### config.mk
export PLATFORM = sky130hd
export DESIGN_NAME = mem_arbiter
export DESIGN_NICKNAME = d
export VERILOG_FILES = /design/src/rtl/cpu_pkg.sv /design/src/rtl/mem_arbiter_rr_pick.sv /design/src/rtl/mem_arbiter.sv
export SDC_FILE = /design/constraint.sdc
export NUM_CORES = 1
export LEC_CHECK = 0
export BUFFER_PORTS_ARGS = -buffer_cell sky130_fd_sc_hd__buf_2
export CORE_MARGIN = 2
export CORE_UTILIZATION = 37
export CTS_CLUSTER_SIZE = 16
export DETAILED_ROUTE_END_ITERATION = 8
export PLACE_DENSITY = 0.77
export SLEW_MARGIN = 5
export SYNTH_ARGS = -nofsm -noshare
export SYNTH_HDL_FRONTEND = slang
export SYNTH_HIERARCHICAL = 1
export SYNTH_SLANG_ARGS = --single-unit
### constraint.sdc
create_clock -name clk -period 3.8 [get_ports clk]
set_input_delay 0.76 -clock clk [delete_from_list [all_inputs] [get_ports clk]]
set_output_delay 0.76 -clock clk [all_outputs]
set_load 0.05 [all_outputs]
### src/rtl/cpu_pkg.sv
// -----------------------------------------------------------------------------
// cpu_pkg
// Shared definitions for the CPU-side memory path: requester indices, default
// address/data widths and the lock state encoding used by mem_arbiter.
// -----------------------------------------------------------------------------
package cpu_pkg;

  // Requester slots on the data RAM arbiter.
  localparam int REQ_FETCH = 0;  // instruction fetch
  localparam int REQ_DATA  = 1;  // MOV/LEA/PUSH/POP data and stack traffic
  localparam int REQ_IO    = 2;  // I/O or DMA

  localparam int DEF_N        = 3;
  localparam int DEF_AW       = 16;
  localparam int DEF_DW       = 16;
  localparam int DEF_LOCK_MAX = 16;

  // The arbiter has exactly two modes; the enum value is the locked bit itself.
  typedef enum logic {
    UNLOCKED = 1'b0,
    LOCKED   = 1'b1
  } lock_state_e;

endpackage : cpu_pkg

### src/rtl/mem_arbiter_rr_pick.sv
// -----------------------------------------------------------------------------
// rr_pick
// Purely combinational round-robin picker. Scans requesters starting at ptr_i
// and wrapping modulo N; the first one with both req_i and en_i set wins.
//
// Ports:
//   req_i    N   request vector
//   en_i     N   eligibility mask (a cleared bit hides that requester)
//   ptr_i    IW  highest-priority index for this cycle
//   gnt_o    N   one-hot grant (all zero when nobody wins)
//   idx_o    IW  encoded winner index (0 when nobody wins)
//   valid_o  1   a winner exists
// -----------------------------------------------------------------------------
module rr_pick
  import cpu_pkg::*;
#(
  parameter int N  = DEF_N,
  parameter int IW = $clog2(N)
) (
  input  logic [N-1:0]  req_i,
  input  logic [N-1:0]  en_i,
  input  logic [IW-1:0] ptr_i,
  output logic [N-1:0]  gnt_o,
  output logic [IW-1:0] idx_o,
  output logic          valid_o
);

  always_comb begin
    logic [IW-1:0] cand;
    // NOTE: every output gets a default before the loop; a path that leaves a
    // combinational output unassigned would infer a latch.
    gnt_o   = '0;
    idx_o   = '0;
    valid_o = 1'b0;
    cand    = '0;
    for (int k = 0; k < N; k++) begin
      cand = IW'((int'(ptr_i) + k) % N);
      if (!valid_o && req_i[cand] && en_i[cand]) begin
        valid_o     = 1'b1;
        gnt_o[cand] = 1'b1;
        idx_o       = cand;
      end
    end
  end

endmodule : rr_pick

### src/rtl/mem_arbiter.sv
// -----------------------------------------------------------------------------
// mem_arbiter
// Round-robin arbiter sharing the single-port data RAM between N requesters,
// with optional bus locking and a lock watchdog. Grants and the RAM command
// are combinational in the request cycle; read data returns one cycle later.
//
// Ports:
//   clk, rst              clock, synchronous active-high reset
//   req/we/lock [N]       per-requester request, write enable, keep-ownership
//   addr [N*AW]           packed addresses, requester i at [i*AW +: AW]
//   wdata [N*DW]          packed write data, same packing
//   gnt [N]               one-hot access accepted this cycle
//   rvalid [N]            one-hot read data valid
//   rdata [DW]            shared read data (holds the last value between reads)
//   lock_err              one-cycle pulse when a lock is released by timeout
//   mem_en/mem_we         RAM command strobe and write
//   mem_addr/mem_wdata    RAM address and write data
//   mem_rdata             RAM read data, valid the cycle after a read command
// -----------------------------------------------------------------------------
module mem_arbiter
  import cpu_pkg::*;
#(
  parameter int N        = DEF_N,
  parameter int AW       = DEF_AW,
  parameter int DW       = DEF_DW,
  parameter int LOCK_MAX = DEF_LOCK_MAX
) (
  input  logic            clk,
  input  logic            rst,
  input  logic [N-1:0]    req,
  input  logic [N-1:0]    we,
  input  logic [N-1:0]    lock,
  input  logic [N*AW-1:0] addr,
  input  logic [N*DW-1:0] wdata,
  output logic [N-1:0]    gnt,
  output logic [N-1:0]    rvalid,
  output logic [DW-1:0]   rdata,
  output logic            lock_err,
  output logic            mem_en,
  output logic            mem_we,
  output logic [AW-1:0]   mem_addr,
  output logic [DW-1:0]   mem_wdata,
  input  logic [DW-1:0]   mem_rdata
);

  localparam int            IW        = $clog2(N);
  localparam int            CW        = $clog2(LOCK_MAX + 1);
  localparam logic [CW-1:0] IDLE_LAST = CW'(LOCK_MAX - 1);
  localparam logic [IW-1:0] PTR_LAST  = IW'(N - 1);

  logic [IW-1:0] ptr_q, ptr_d;
  lock_state_e   state_q, state_d;
  logic [IW-1:0] owner_q, owner_d;
  logic [CW-1:0] idle_q, idle_d;
  logic          tag_valid_q, tag_valid_d;  // read in flight
  logic [IW-1:0] tag_idx_q, tag_idx_d;      // who issued it
  logic [DW-1:0] rdata_q;

  logic [N-1:0]  elig;
  logic [IW-1:0] win_idx;
  logic          win_valid;
  logic          timeout;
  logic          resp_live;

  // While locked only the owner may win. Eligibility is taken from the
  // registered lock state, so a requester freed by a timeout competes from
  // the following cycle. Nothing is granted while reset is applied.
  always_comb begin
    if (rst)                    elig = '0;
    else if (state_q == LOCKED) elig = N'(1) << owner_q;
    else                        elig = '1;
  end

  rr_pick #(
    .N  (N),
    .IW (IW)
  ) u_pick (
    .req_i   (req),
    .en_i    (elig),
    .ptr_i   (ptr_q),
    .gnt_o   (gnt),
    .idx_o   (win_idx),
    .valid_o (win_valid)
  );

  assign mem_en    = win_valid;
  assign mem_we    = win_valid & we[win_idx];
  assign mem_addr  = addr[int'(win_idx)*AW +: AW];
  assign mem_wdata = wdata[int'(win_idx)*DW +: DW];

  // An owner request in the same cycle is granted instead, so it never times out.
  assign timeout  = !rst && (state_q == LOCKED) && !req[owner_q] && (idle_q == IDLE_LAST);
  assign lock_err = timeout;

  // Read data is passed straight from the RAM in its valid cycle and held
  // afterwards; a response due in a reset cycle is dropped.
  assign resp_live = tag_valid_q && !rst;
  assign rvalid    = resp_live ? (N'(1) << tag_idx_q) : '0;
  assign rdata     = resp_live ? mem_rdata : rdata_q;

  always_comb begin
    ptr_d       = ptr_q;
    state_d     = state_q;
    owner_d     = owner_q;
    idle_d      = idle_q;
    tag_valid_d = win_valid && !we[win_idx];
    tag_idx_d   = win_idx;

    if (win_valid) begin
      ptr_d  = (win_idx == PTR_LAST) ? '0 : win_idx + 1'b1;
      idle_d = '0;
      if (lock[win_idx]) begin
        state_d = LOCKED;
        owner_d = win_idx;
      end else begin
        state_d = UNLOCKED;
      end
    end else if ((state_q == LOCKED) && !req[owner_q]) begin
      if (timeout) begin
        state_d = UNLOCKED;
        idle_d  = '0;
      end else begin
        idle_d = idle_q + 1'b1;
      end
    end
  end

  // NOTE: sequential state uses non-blocking assignments so every register
  // samples its pre-edge value regardless of statement order.
  always_ff @(posedge clk) begin
    if (rst) begin
      ptr_q       <= '0;
      state_q     <= UNLOCKED;
      owner_q     <= '0;
      idle_q      <= '0;
      tag_valid_q <= 1'b0;
      tag_idx_q   <= '0;
      rdata_q     <= '0;
    end else begin
      ptr_q       <= ptr_d;
      state_q     <= state_d;
      owner_q     <= owner_d;
      idle_q      <= idle_d;
      tag_valid_q <= tag_valid_d;
      tag_idx_q   <= tag_idx_d;
      rdata_q     <= rdata;
    end
  end

endmodule : mem_arbiter

### Word level (Yosys, flattened, before mapping)

Index checks and enable logic that the tools add are counted.

| operators by class | value |
|---|---|
| $add $sub $neg | 4 |
| $mul | 0 |
| div/mod/pow operators | 3 |
| $lt $le $gt $ge | 8 |
| equality and inequality tests | 2 |
| shift operators | 4 |
| mux-type cells | 43 |
| bitwise logic cells | 3 |
| reduce and logical (&&, ||, !) cells | 24 |

Operators with widths:

| cell | count |
|---|---|
| indexed part select 48 x 7 -> 16 bit | 2 |
| remainder unit 32 x 3 -> 32 bit (second input constant) | 2 |
| remainder unit 3 x 3 -> 32 bit (second input constant) | 1 |
| 2-to-1 mux 1 bit | 19 |
| binary-select mux 1 bit (select 2 bit) | 9 |
| 2-to-1 mux 3 bit | 6 |
| 2-to-1 mux 16 bit | 1 |
| < comparator 2 x 3 -> 1 bit (second input constant) | 5 |
| logical AND 1 bit | 14 |
| 2-to-1 mux 2 bit | 4 |
| demux 1 bit (select 2 bit) | 3 |
| greater-or-equal comparator 2 x 1 -> 1 bit (second input constant) | 3 |
| OR 3 bit | 2 |
| << shifter 1 x 2 -> 3 bit (first input constant) | 2 |
| adder 5 x 1 -> 5 bit (second input constant) | 1 |
| == test 5 x 4 -> 1 bit (second input constant) | 1 |
| logical NOT 1 bit | 5 |
| 2-to-1 mux 5 bit | 1 |
| AND reduction 2 bit | 2 |
| nonzero test 2 bit | 2 |
| adder 2 x 1 -> 3 bit (second input constant) | 1 |
| adder 2 x 2 -> 3 bit (second input constant) | 1 |
| adder 2 x 1 -> 2 bit (second input constant) | 1 |
| == test 2 bit (second input constant) | 1 |
| 2 further kinds | 2 |

| word-level totals | value |
|---|---|
| register bits | 29 |
| bits in latches | 0 |
| bits in writable memories | 0 |
| bits in read-only memories | 0 |
| input port bits | 123 |
| output and inout port bits | 57 |
| memories kept | 0 |

### Logic depth before layout (Yosys ltp)

Gate-level depths: netlist (run 1).

| logic depth | value |
|---|---|
| word-level depth | 19 |
| mapped depth | 12 |
| gate-level depth less buffers | 10 |

### Hierarchy

Netlist (run 1), hierarchy kept.

By module, submodules not included:

| module | instances | cells each | area an instance (um^2) | sequential area each (um^2) |
|---|---|---|---|---|
| mem_arbiter | 1 | 290 | 2085.8 | 580.6 |
| rr_pick | 1 | 40 | 289.0 | 0.0 |

### Least setup slack after synthesis (run 1)

OpenSTA, ideal clock, no wires.

| timing path | value |
|---|---|
| kind | input port to output port |
| from | input rst |
| to | output mem_addr[0] |
| data arrival time | 4.012 ns |
| setup slack | -0.972 ns |
| cell stages on the path | 11 |
| path buffers | 4 |
| cells stage by stage | clkbuf_1 -> buf_1 -> a21oi_1 -> nand3_1 -> a21oi_1 -> mux2_2 -> a31o_2 -> buf_2 -> buf_2 -> mux2i_1 -> o21ai_0 |

| between the ends | value |
|---|---|
| word-level cells in the longest chain between the ends | 14 |
| elaborated cells on any way between the ends | 20 |
| classes of those cells | shift (1); mux (12); reduce/logical (7) |

RTL lines:

| element | line | RTL |
|---|---|---|
| start: declaration | mem_arbiter.sv:29 | `input logic rst,` |
| 2-to-1 mux 3 bit (*) | mem_arbiter.sv:69 | `if (rst) elig = '0;` |
| via elig[1] | mem_arbiter.sv:59 | `logic [N-1:0] elig;` |
| binary-select mux 1 bit (select 2 bit) | mem_arbiter_rr_pick.sv:38 | `if (!valid_o && req_i[cand] && en_i[cand]) begin` |
| 2-to-1 mux 1 bit (implied by the code) | mem_arbiter_rr_pick.sv:38 |  |
| logical AND 1 bit | mem_arbiter_rr_pick.sv:38 |  |
| 2-to-1 mux 1 bit | mem_arbiter_rr_pick.sv:38 |  |
| logical NOT 1 bit | mem_arbiter_rr_pick.sv:38 |  |
| logical AND 1 bit (2 in a row) | mem_arbiter_rr_pick.sv:38 |  |
| 2-to-1 mux 1 bit | mem_arbiter_rr_pick.sv:38 |  |
| logical NOT 1 bit | mem_arbiter_rr_pick.sv:38 |  |
| logical AND 1 bit (2 in a row) | mem_arbiter_rr_pick.sv:38 |  |
| 2-to-1 mux 2 bit (*) | mem_arbiter_rr_pick.sv:38 |  |
| via tag_idx_d[0] | mem_arbiter.sv:56 | `logic [IW-1:0] tag_idx_q, tag_idx_d;` |
| indexed part select 48 x 7 -> 16 bit (*) | mem_arbiter.sv:88 | `assign mem_addr = addr[int'(win_idx)*AW +: AW];` |
| end: declaration | mem_arbiter.sv:41 | `output logic [AW-1:0] mem_addr,` |

The timed path passes the listed nets; every way through them passes the cells marked *. The select of a mux whose other input is x is not followed.

### Worst setup path in the final report (run 1)

| timing path | value |
|---|---|
| from | register ptr_q[0] |
| to | output mem_addr[5] |

| between the ends | value |
|---|---|
| word-level cells in the longest chain between the ends | 14 |
| elaborated cells on any way between the ends | 30 |
| classes of those cells | add/sub (2); div (3); shift (1); mux (17); reduce/logical (7) |

RTL lines:

| element | line | RTL |
|---|---|---|
| start: declaration | mem_arbiter.sv:51 | `logic [IW-1:0] ptr_q, ptr_d;` |
| start signal: assignment | mem_arbiter.sv:140 | `ptr_q <= ptr_d;` |
| branches (longest 12 deep; another with remainder unit 32 x 3 -> 32 bit) | -- |  |
| 2-to-1 mux 2 bit (*) | mem_arbiter_rr_pick.sv:38 |  |
| via tag_idx_d[0] | mem_arbiter.sv:56 |  |
| indexed part select 48 x 7 -> 16 bit (*) | mem_arbiter.sv:88 |  |

Mark *: on every way through the listed nets, which the timed path passes. The select of a mux whose other input is x is not followed.

==> out/metrics.yaml, run 1 <==
synth_xor_area_share_pct: 0
critPathMaxFanout: 22
netlist_area_sq_mm: 0.00237
grt_first_pass_wirelength_um: 12800
grt_util_all_layers_pct: 21.4
clock_skew_ns: 0.00196
drtIter0Drc: 142
worstMarginPinSlew_ns: 0.677
synth_compound_area_share_pct: 14.4
dp_hpwl_um: 6170
total_power_uw: 2930
wire_per_inst_um: 13.1
cts_made_buffers: 5
synth_cells: 330
status: "complete, no violations"
ys_ff_latch: 29
insertion_delay_ns: 0.27
fmax_ghz: 0.276
cts_sinks: 29
num_rows: 29
powerDensity_mw_per_mm2: 757
h-tree-depth: 2
min_path_type: "reg -> reg"
drive_gt1_share_pct: 48.8
die_h_um: 84.1
power_leakage_uw: 0.00178
nets: 634
crit_arrival_ns: 2.86
synth_ff_type: "dfxtp_1"
post-cts-setup-buffer-count: 0
grt_start_max_net_pins: 38
final_cell_mix: "buf_2, nand2_1, mux2i_1"
portBuffers: 179
setup-tns-final_ns: 0
die_w_um: 84.1
ios: 180
finalSetupViolCount: 0
yosysWarnings: 6
final_common_cell: "buf_2"
worstSetupStartpointType: "register"
cap_violations: 0
cts_tree: "done"
grt_pass1_vias: 2960
syn-num-nets: 459
rsz0062_at_grt: "no"
num_vias: 2924
seq_area_frac_synth_pct: 24.4
dpl_worst_slack_ns: 0.126
dr.pass1.iters: 4
synthToLayoutAreaGrowth_pct: 63.1
endpoint_kind: "output pin"
synth_cell_types: 40
synth_top_family_by_area: "simple AND/OR/NAND/NOR gates"
post-route-period-util_pct: 95.4
globalRouteOverflowTotal: 0
critical_path_class: "reg -> out"
fill_cells: 558
clock_path_buffers: 2
antenna_found_initial: 0
wirelength_um: 7660
cts_root_buffer: "clkbuf_8"
synthMuxAreaShare_pct: 23.8
path_clk_slew_ns: 0.06
start_util_pct: 37.8
setup_slack_ns: 0.176
peakVddDrop_uv: 517
viasPerCell: 5.02
place.gp.congestion: 0.920
synth-edff-count: 0
maxSlewViolCount: 0
hold_viol: 0
diodes: 0
drc: 0
dieArea_sq_mm: 0.00708
slew-limit-headroom_pct: 54.9
syn_avg_cell_area_sq_um: 7.20
fin_crit_ns: 3.62
synthAdderAreaFrac_pct: 3.16
synth_async_sr_flop_share_pct: 0
required_ns: 3.04
detail-route-antenna-nets: 0
coreArea_sq_mm: 0.00628
synthSimpleGateAreaFrac_pct: 28.5
registers in the layout, summed over array words and instances, names as in the netlist:
name / cells
rdata_q: 16
idle_q: 5
owner_q: 2
ptr_q: 2
tag_idx_q: 2
state_q: 1
tag_valid_q: 1
Yosys cell counts (3+ instances only):
master    instances  share of area, %
nand2b_1          3              0.79
nor2b_1           7               1.8
o21ai_0          37               7.8
nand2_1          87                14
nor3_1            3              0.63
buf_2             6               1.3
mux2i_1          53                22
nor3b_1           3              0.95
inv_1             7               1.1
dfxtp_1          29                24
ha_1              6               3.2
clkbuf_1         14               2.2
nand3_1           3              0.63
nand4b_1          4               1.5
nor2_1           26               4.1
a21oi_1          10               2.1
mux2_2            3               1.4
critical path, cell delays in order (launching register included):
cell	delay, ns
dfxtp_1	0.38
inv_1	0.08
ha_2	0.44
nand4b_1	0.14
o211ai_1	0.16
nor3_2	0.21
a31o_2	0.24
buf_6	0.27
mux2i_1	0.36
o21ai_4	0.07
clkbuf_4	0.22
kinds of logic (layout without fill, tap and decap cells):
logic type                 after synthesis  count (layout)
and+or+nand+nor                        150             150
AOI/OAI and AO/OA                       59              59
muxes                                   56              56
buffers and inverters                   30             206
DFF                                     29              29
adders and majority gates                6               6
metrics by stage:
stage                     instances  util [%]  area [sq um]  hold WS [ns]
after floorplan                 330         -          2740         0.431
after global placement          575      59.2          3720         0.440
after detailed placement        575      59.2          3720         0.445
after CTS                       583      60.7          3810         0.454
after global routing            583      61.7          3870         0.491
final                           583      61.7          3870         0.450
power by group:
group | leakage (uW) | switching (uW) | internal (uW)
logic | 0.00150 | 1530 | 749
clock network | 0.0000439 | 117 | 126
registers | 0.000236 | 53.1 | 357
total | 0.00178 | 1700 | 1230
path summary, 6_finish.rpt:
path | cells after the start | endpoint | from | slack [ns]
setup / recovery | 10 | mem_addr[5] | ptr_q[0]$_SDFFE_PP0P_ | 0.18
hold / removal | 2 | idle_q[4]$_SDFFE_PP0P_ | idle_q[4]$_SDFFE_PP0P_ | 0.45
setup reg to reg | 11 | owner_q[0]$_SDFFE_PP0P_ | ptr_q[0]$_SDFFE_PP0P_ | 0.77
hold reg to reg | 2 | idle_q[4]$_SDFFE_PP0P_ | idle_q[4]$_SDFFE_PP0P_ | 0.45
metal layers:
metal  vias to the layer above  global-route usage, %  wire (um)
met5                         -                      0          0
met4                         0                   9.09        251
met3                        22                   4.85        487
met2                       114                   38.2       3850
met1                      1303                   24.4       3070
li1                       1485                      -          -
area by class of cell:
| class | count | area (sq um) | share of cell area [%] |
|---|---|---|---|
| inverter | 7 | 26.3 | 0.679 |
| timing repair buffer | 191 | 1050 | 27.2 |
| clock inverter | 3 | 17.5 | 0.452 |
| sequential | 29 | 582 | 15.0 |
| clock buffer | 5 | 68.8 | 1.78 |
| multi-input combinational | 271 | 2030 | 52.4 |
| tap | 77 | 96.3 | 2.49 |
what timing repair did:
action                     CTS  global route
setup endpoints to repair   13            32
hold buffers                 0             0
hold endpoints to repair     0             0
resized for setup            2            23
pin swaps                    0             0
No activity file was read; power rests on OpenSTA's default activity.
==> run 2, diff against run 1 <==
Settings changed: CORE_UTILIZATION 37 to 42, CTS_BUF_LIST from default to sky130_fd_sc_hd__clkbuf_2, PLACE_DENSITY 0.77 to 0.83.
Clock period 3.8 ns to 4.1 ns, I/O delays scaled along.
==> run 2 against run 1 <==
Compared with the run above: flip-flop and latch count unchanged; critical endpoint is now mem_wdata[0]; final area decreased by 2.5%; power decreased by 9.4%; global-route usage increased by 3.7 points; register-to-register slack improved by 0.33 ns; wire length increased by 3.8%; critical path type unchanged; largest cell class unchanged; hold slack improved by 0.023 ns; largest power group unchanged.
==> out/metrics.yaml, run 2 (same netlist as run 1, synthesis figures left out) <==
crit_arrival_ns: 3.08  # +0.22 ns
post-route-period-util_pct: 95.2
antenna_found_initial: 0  # unchanged
hold_buffers: 0  # unchanged
dpl_worst_slack_ns: 0.136  # +0.0103 ns
critPathMaxFanout: 23  # +4.5%
num_rows: 27  # -6.9%
peakVddDrop_uv: 469  # -9.3%
cts_root_buffer: "clkbuf_2"
final_common_cell: "buf_2"
path_clk_slew_ns: 0.15  # +0.09 ns
worstMarginPinSlew_ns: 0.679  # +0.00178 ns
critPathCapture: "mem_wdata[0]"
synthToLayoutAreaGrowth_pct: 59.1
setup-tns-final_ns: 0  # unchanged
start_util_pct: 43.4  # +5.6 points
power_leakage_uw: 0.00176  # -1.1%
wire_per_inst_um: 13.8  # +5.1%
drtIter0Drc: 152  # +7.0%
globalRouteOverflowTotal: 0  # unchanged
rsz0062_at_grt: "no"
h-tree-depth: 2  # unchanged
clock_skew_ns: 0.0101  # +0.00811 ns
setup_slack_ns: 0.198  # +0.0221 ns
coreArea_sq_mm: 0.00547  # -13%
powerDensity_mw_per_mm2: 703  # -7.1%
dr.pass1.iters: 4  # unchanged
grt_pass1_vias: 2944  # -0.54%
grt_first_pass_wirelength_um: 12800  # +0.11%
critPathLaunch: "ptr_q[1]$_SDFFE_PP0P_"
min_path_type: "reg -> reg"
die_h_um: 79.2  # -5.8%
dieArea_sq_mm: 0.00627  # -11%
required_ns: 3.28  # +0.24 ns
hold_viol: 0  # unchanged
reg2reg_from: "ptr_q[0]$_SDFFE_PP0P_"
die_w_um: 79.2  # -5.8%
fill_cells: 463  # -17%
final_cell_mix: "buf_2, nand2_1, mux2i_1"
critical_path_class: "reg -> out"
reg_top3: "rdata_q x16, idle_q x5"
place.gp.congestion: 0.919  # about the same
drc: 0  # unchanged
clock_path_buffers: 2  # unchanged
portBuffers: 179  # unchanged
ff2ff_path_depth: 11  # unchanged
viasPerCell: 5.15  # +2.6%
fin_util_pct: 69.0  # +7.3 points
fmax_ghz: 0.256
fin_crit_ns: 3.90
num_vias: 2964  # +1.4%
grt_util_all_layers_pct: 25.1  # +3.7 points
drive_gt1_share_pct: 48.0  # -0.80 points
wirelength_um: 7950  # +3.8%
reg2reg_to: "owner_q[1]$_SDFFE_PP0P_"
maxSlewViolCount: 0  # unchanged
r2r_slack_ns: 1.10  # +0.33 ns
insertion_delay_ns: 0.36  # +0.09 ns
endpoint_kind: "output pin"
cts_made_buffers: 5  # unchanged
grt_start_max_net_pins: 38  # unchanged
diodes: 0  # unchanged
regMostFlops: "rdata_q"
post-cts-setup-buffer-count: 0  # unchanged
status: "complete, no violations"
largest_reg_flops: 16  # unchanged
detail-route-antenna-nets: 0  # unchanged
finalSetupViolCount: 0  # unchanged
dp_hpwl_um: 6440  # +4.4%
worstSetupStartpointType: "register"
cap_violations: 0  # unchanged
ios: 180  # unchanged
nets: 632  # -0.32%
cts_tree: "done"
cts_sinks: 29  # unchanged
slew-limit-headroom_pct: 54.8  # -0.12 points
==> run 2: cell types whose count changed in the layout (fill, tap and decap cells not counted), sizes merged <==
cell      previous run  this run
clkbuf              22        18
clkinv               2         1
bufinv               0         1
clkinvlp             1         0
buf                174       177
==> run 2: metal layers <==
layer | vias to the layer above | global-route usage [%] | part of all wire (%)
li1 | 1482 | - | -
met1 | 1340 | 27.6 | 38
met2 | 126 | 46.1 | 52
met3 | 16 | 7.39 | 7.9
met4 | 0 | 7.76 | 2.1
met5 | - | 0 | 0
==> run 2: per-stage QoR <==
step | cells | total power, uW | cell area (sq um) | hold WS, ns
global placement | 568 | 2370 | 3650 | 0.437
CTS | 576 | 2610 | 3720 | 0.471
finish | 576 | 2660 | 3780 | 0.472
global route | 576 | 2800 | 3780 | 0.501
floorplan | 330 | 1990 | 2670 | 0.431
detailed placement | 568 | 2400 | 3650 | 0.452
==> run 2: timing repair <==
action	CTS	global route
gates resized for setup	1	20
setup endpoints to repair	29	31
pin swaps	0	1
==> run 2: area by class of cell <==
type	instances	area [sq um]	area share [%]
well taps	72	90.1	2.38
flip-flops and latches	29	582	15.4
repair buffers	189	1030	27.4
inverters	7	26.3	0.696
clock buffers	6	30.0	0.795
clock inverters	2	33.8	0.894
multi-input cells	271	1980	52.5
==> run 2: worst min path at each step <==
stage	start	end	slack, ns	cells after the start
4_1_cts	idle_q[4]$_SDFFE_PP0P_	idle_q[4]$_SDFFE_PP0P_	0.47	2
5_1_grt	idle_q[4]$_SDFFE_PP0P_	idle_q[4]$_SDFFE_PP0P_	0.50	2
3_3_place_gp	idle_q[4]$_SDFFE_PP0P_	idle_q[4]$_SDFFE_PP0P_	0.44	2
6_report	idle_q[4]$_SDFFE_PP0P_	idle_q[4]$_SDFFE_PP0P_	0.47	2
2_1_floorplan	idle_q[4]$_SDFFE_PP0P_	idle_q[4]$_SDFFE_PP0P_	0.43	2
3_5_place_dp	idle_q[4]$_SDFFE_PP0P_	idle_q[4]$_SDFFE_PP0P_	0.45	2
==> run 2: worst max-delay path: stages (launching register included) <==
cell and delay, ns:
dfxtp_1 0.41, inv_1 0.09, ha_1 0.26, nand3b_1 0.22, a21oi_2 0.23, mux2_2 0.38, a31o_4 0.27, nor2b_2 0.21
buf_8 0.20, nand2_1 0.11, o21ai_4 0.06, buf_2 0.27
==> run 2: where the power goes <==
group | switching (uW) | internal [uW]
combinational | 1410 | 665
sequential | 48.6 | 331
clock | 98.1 | 104
total | 1560 | 1100
==> run 3, diff against run 2 <==
Settings changed: CORE_MARGIN 2 to 4, SKIP_CTS_REPAIR_TIMING from default to 1.
==> run 3 against run 2 <==
Compared with the run above: final area up 0.63%; power grew 1.1%; largest cell class unchanged; via count is 0.20% higher; flip-flop and latch count unchanged; highest routed layer unchanged; sequential power hardly changed; clock skew rose by 0.0030 ns; clock-buffer cell count is the same.
==> out/metrics.yaml, run 3 (same netlist as run 1, synthesis figures left out) <==
status: "complete, no violations"
synthToLayoutAreaGrowth_pct: 60.1
grt_first_pass_wirelength_um: 12800  # about the same
h-tree-depth: 2  # unchanged
swShare_pct: 58.0  # -0.61 points
setup_slack_ns: 0.238  # +0.0398 ns
drive_gt1_share_pct: 48.0  # about the same
drtIter0Drc: 163  # +7.2%
finalSetupViolCount: 0  # unchanged
multi_input_area_sq_mm: 0.00198  # -0.32%
worstMarginPinSlew_ns: 0.705  # +0.0263 ns
num_vias: 2970  # +0.20%
pwr-share-seq_pct: 14.1  # -0.2 points
cts_root_buffer: "clkbuf_2"
dpl_worst_slack_ns: 0.292  # +0.156 ns
finalInstanceArea_sq_mm: 0.00380  # +0.63%
drc: 0  # unchanged
fill_cells: 474  # +2.4%
grt_start_max_net_pins: 38  # unchanged
nets: 630  # -0.32%
die_w_um: 83.2  # +5.1%
hold_depth: 2  # unchanged
peakVddDrop_uv: 569  # +21%
slew-limit-headroom_pct: 53.0  # -1.8 points
wirelength_um: 8060  # +1.4%
p_int_uw: 1130  # +2.5%
maxSlewViolCount: 0  # unchanged
critical_path_class: "reg -> out"
antenna_found_initial: 0  # unchanged
clock_skew_ns: 0.0131  # +0.00302 ns
dieArea_sq_mm: 0.00692  # +10%
coreArea_sq_mm: 0.00551  # +0.62%
cts_tree: "done"
hold_viol: 0  # unchanged
largest_reg_flops: 16  # unchanged
diodes: 0  # unchanged
p_sw_uw: 1560  # about the same
globalRouteOverflowTotal: 0  # unchanged
detail-route-antenna-nets: 0  # unchanged
rsz0062_at_grt: "no"
viasPerCell: 5.17  # +0.55%
critPathMaxFanout: 33  # +43%
ff2ff_path_depth: 11  # unchanged
min_to: "idle_q[4]$_SDFFE_PP0P_"
required_ns: 3.28  # about the same
die_h_um: 83.2  # +5.1%
ios: 180  # unchanged
hold_slack_ns: 0.467  # -0.00568 ns
num_rows: 27  # unchanged
portBuffers: 179  # unchanged
path_clk_slew_ns: 0.14  # about the same
clock_path_buffers: 2  # unchanged
regMostFlops: "rdata_q"
reg2reg_to: "owner_q[0]$_SDFFE_PP0P_"
pwr-share-clk_pct: 7.5  # about the same
fin_util_pct: 69.0  # about the same
start_util_pct: 43.1  # -0.27 points
grt_pass1_vias: 2899  # -1.5%
insertion_delay_ns: 0.36  # about the same
worstSetupStartpointType: "register"
powerDensity_mw_per_mm2: 706  # +0.43%
cap_violations: 0  # unchanged
setup-tns-final_ns: 0  # unchanged
fmax_ghz: 0.259  # +1.0%
min_path_type: "reg -> reg"
cts_made_buffers: 5  # unchanged
power_leakage_uw: 0.00176  # -0.18%
place_area_sq_mm: 0.00367  # +0.69%
wire_per_inst_um: 14.0  # +1.7%
r2r_slack_ns: 1.05  # -0.05 ns
combPwrFrac_pct: 78.4  # +0.3 points
post-route-period-util_pct: 94.2  # -0.97 points
final_common_cell: "buf_2"
cts_sinks: 29  # unchanged
min_from: "idle_q[4]$_SDFFE_PP0P_"
dr.pass1.iters: 5  # +1
endpoint_kind: "output pin"
dp_hpwl_um: 6490  # +0.81%
fin_crit_ns: 3.86  # -0.0398 ns
area.sequential_sq_um: 582  # unchanged
reg2reg_from: "ptr_q[0]$_SDFFE_PP0P_"
place.gp.congestion: 0.892  # -3.0%
reg_top3: "rdata_q x16, idle_q x5"
crit_arrival_ns: 3.04  # -0.04 ns
grt_util_all_layers_pct: 21.7  # -3.4 points
final_cell_mix: "buf_2, nand2_1, mux2i_1"
run 3: area by class of cell:
cell class	instances	share of cell area (%)
well taps	72	2.37
inverters	7	0.691
flip-flops and latches	29	15.3
multi-input cells	271	52.0
clock buffers	6	0.790
clock inverters	2	0.889
repair buffers	187	28.0
run 3: stage by stage:
stage,std cells,total power [uW]
6_report,574,2680
5_1_grt,574,2830
4_1_cts,574,2640
3_5_place_dp,566,2430
2_1_floorplan,330,1990
3_3_place_gp,566,2400
run 3: worst max path at each step:
stage | from | end | slack, ns
2_1_floorplan | rst | mem_addr[0] | -0.03
3_3_place_gp | rst | mem_addr[2] | 0.28
3_5_place_dp | rst | mem_addr[2] | 0.29
4_1_cts | ptr_q[0]$_SDFFE_PP0P_ | mem_addr[11] | 0.1
5_1_grt | ptr_q[0]$_SDFFE_PP0P_ | mem_addr[13] | 0.02
6_report | owner_q[0]$_SDFFE_PP0P_ | mem_wdata[11] | 0.24
run 3: critical path: stages (launching register included):
cell     delay [ns]
dfxtp_2        0.40
or2b_1         0.25
a21oi_2        0.22
nand3_1        0.12
a21oi_2        0.17
mux2_2         0.36
a31o_2         0.30
nor2b_2        0.22
buf_12         0.21
nand2_1        0.11
o21ai_4        0.06
buf_2          0.28
run 3: routing by layer:
layer	track usage [%]	up-vias	share of wire (%)
met5	0	-	0
met4	7.88	0	2.9
met3	6.25	25	8.5
met2	39.0	123	50
met1	24.0	1338	38
li1	-	1484	-
run 3: power groups by stage:
stage          combinational [uW]  sequential, uW  clock [uW]
2_1_floorplan                1630             363           0
3_3_place_gp                 2020             380           0
3_5_place_dp                 2050             383           0
4_1_cts                      2060             376         206
5_1_grt                      2220             384         224
6_report                     2100             377         202
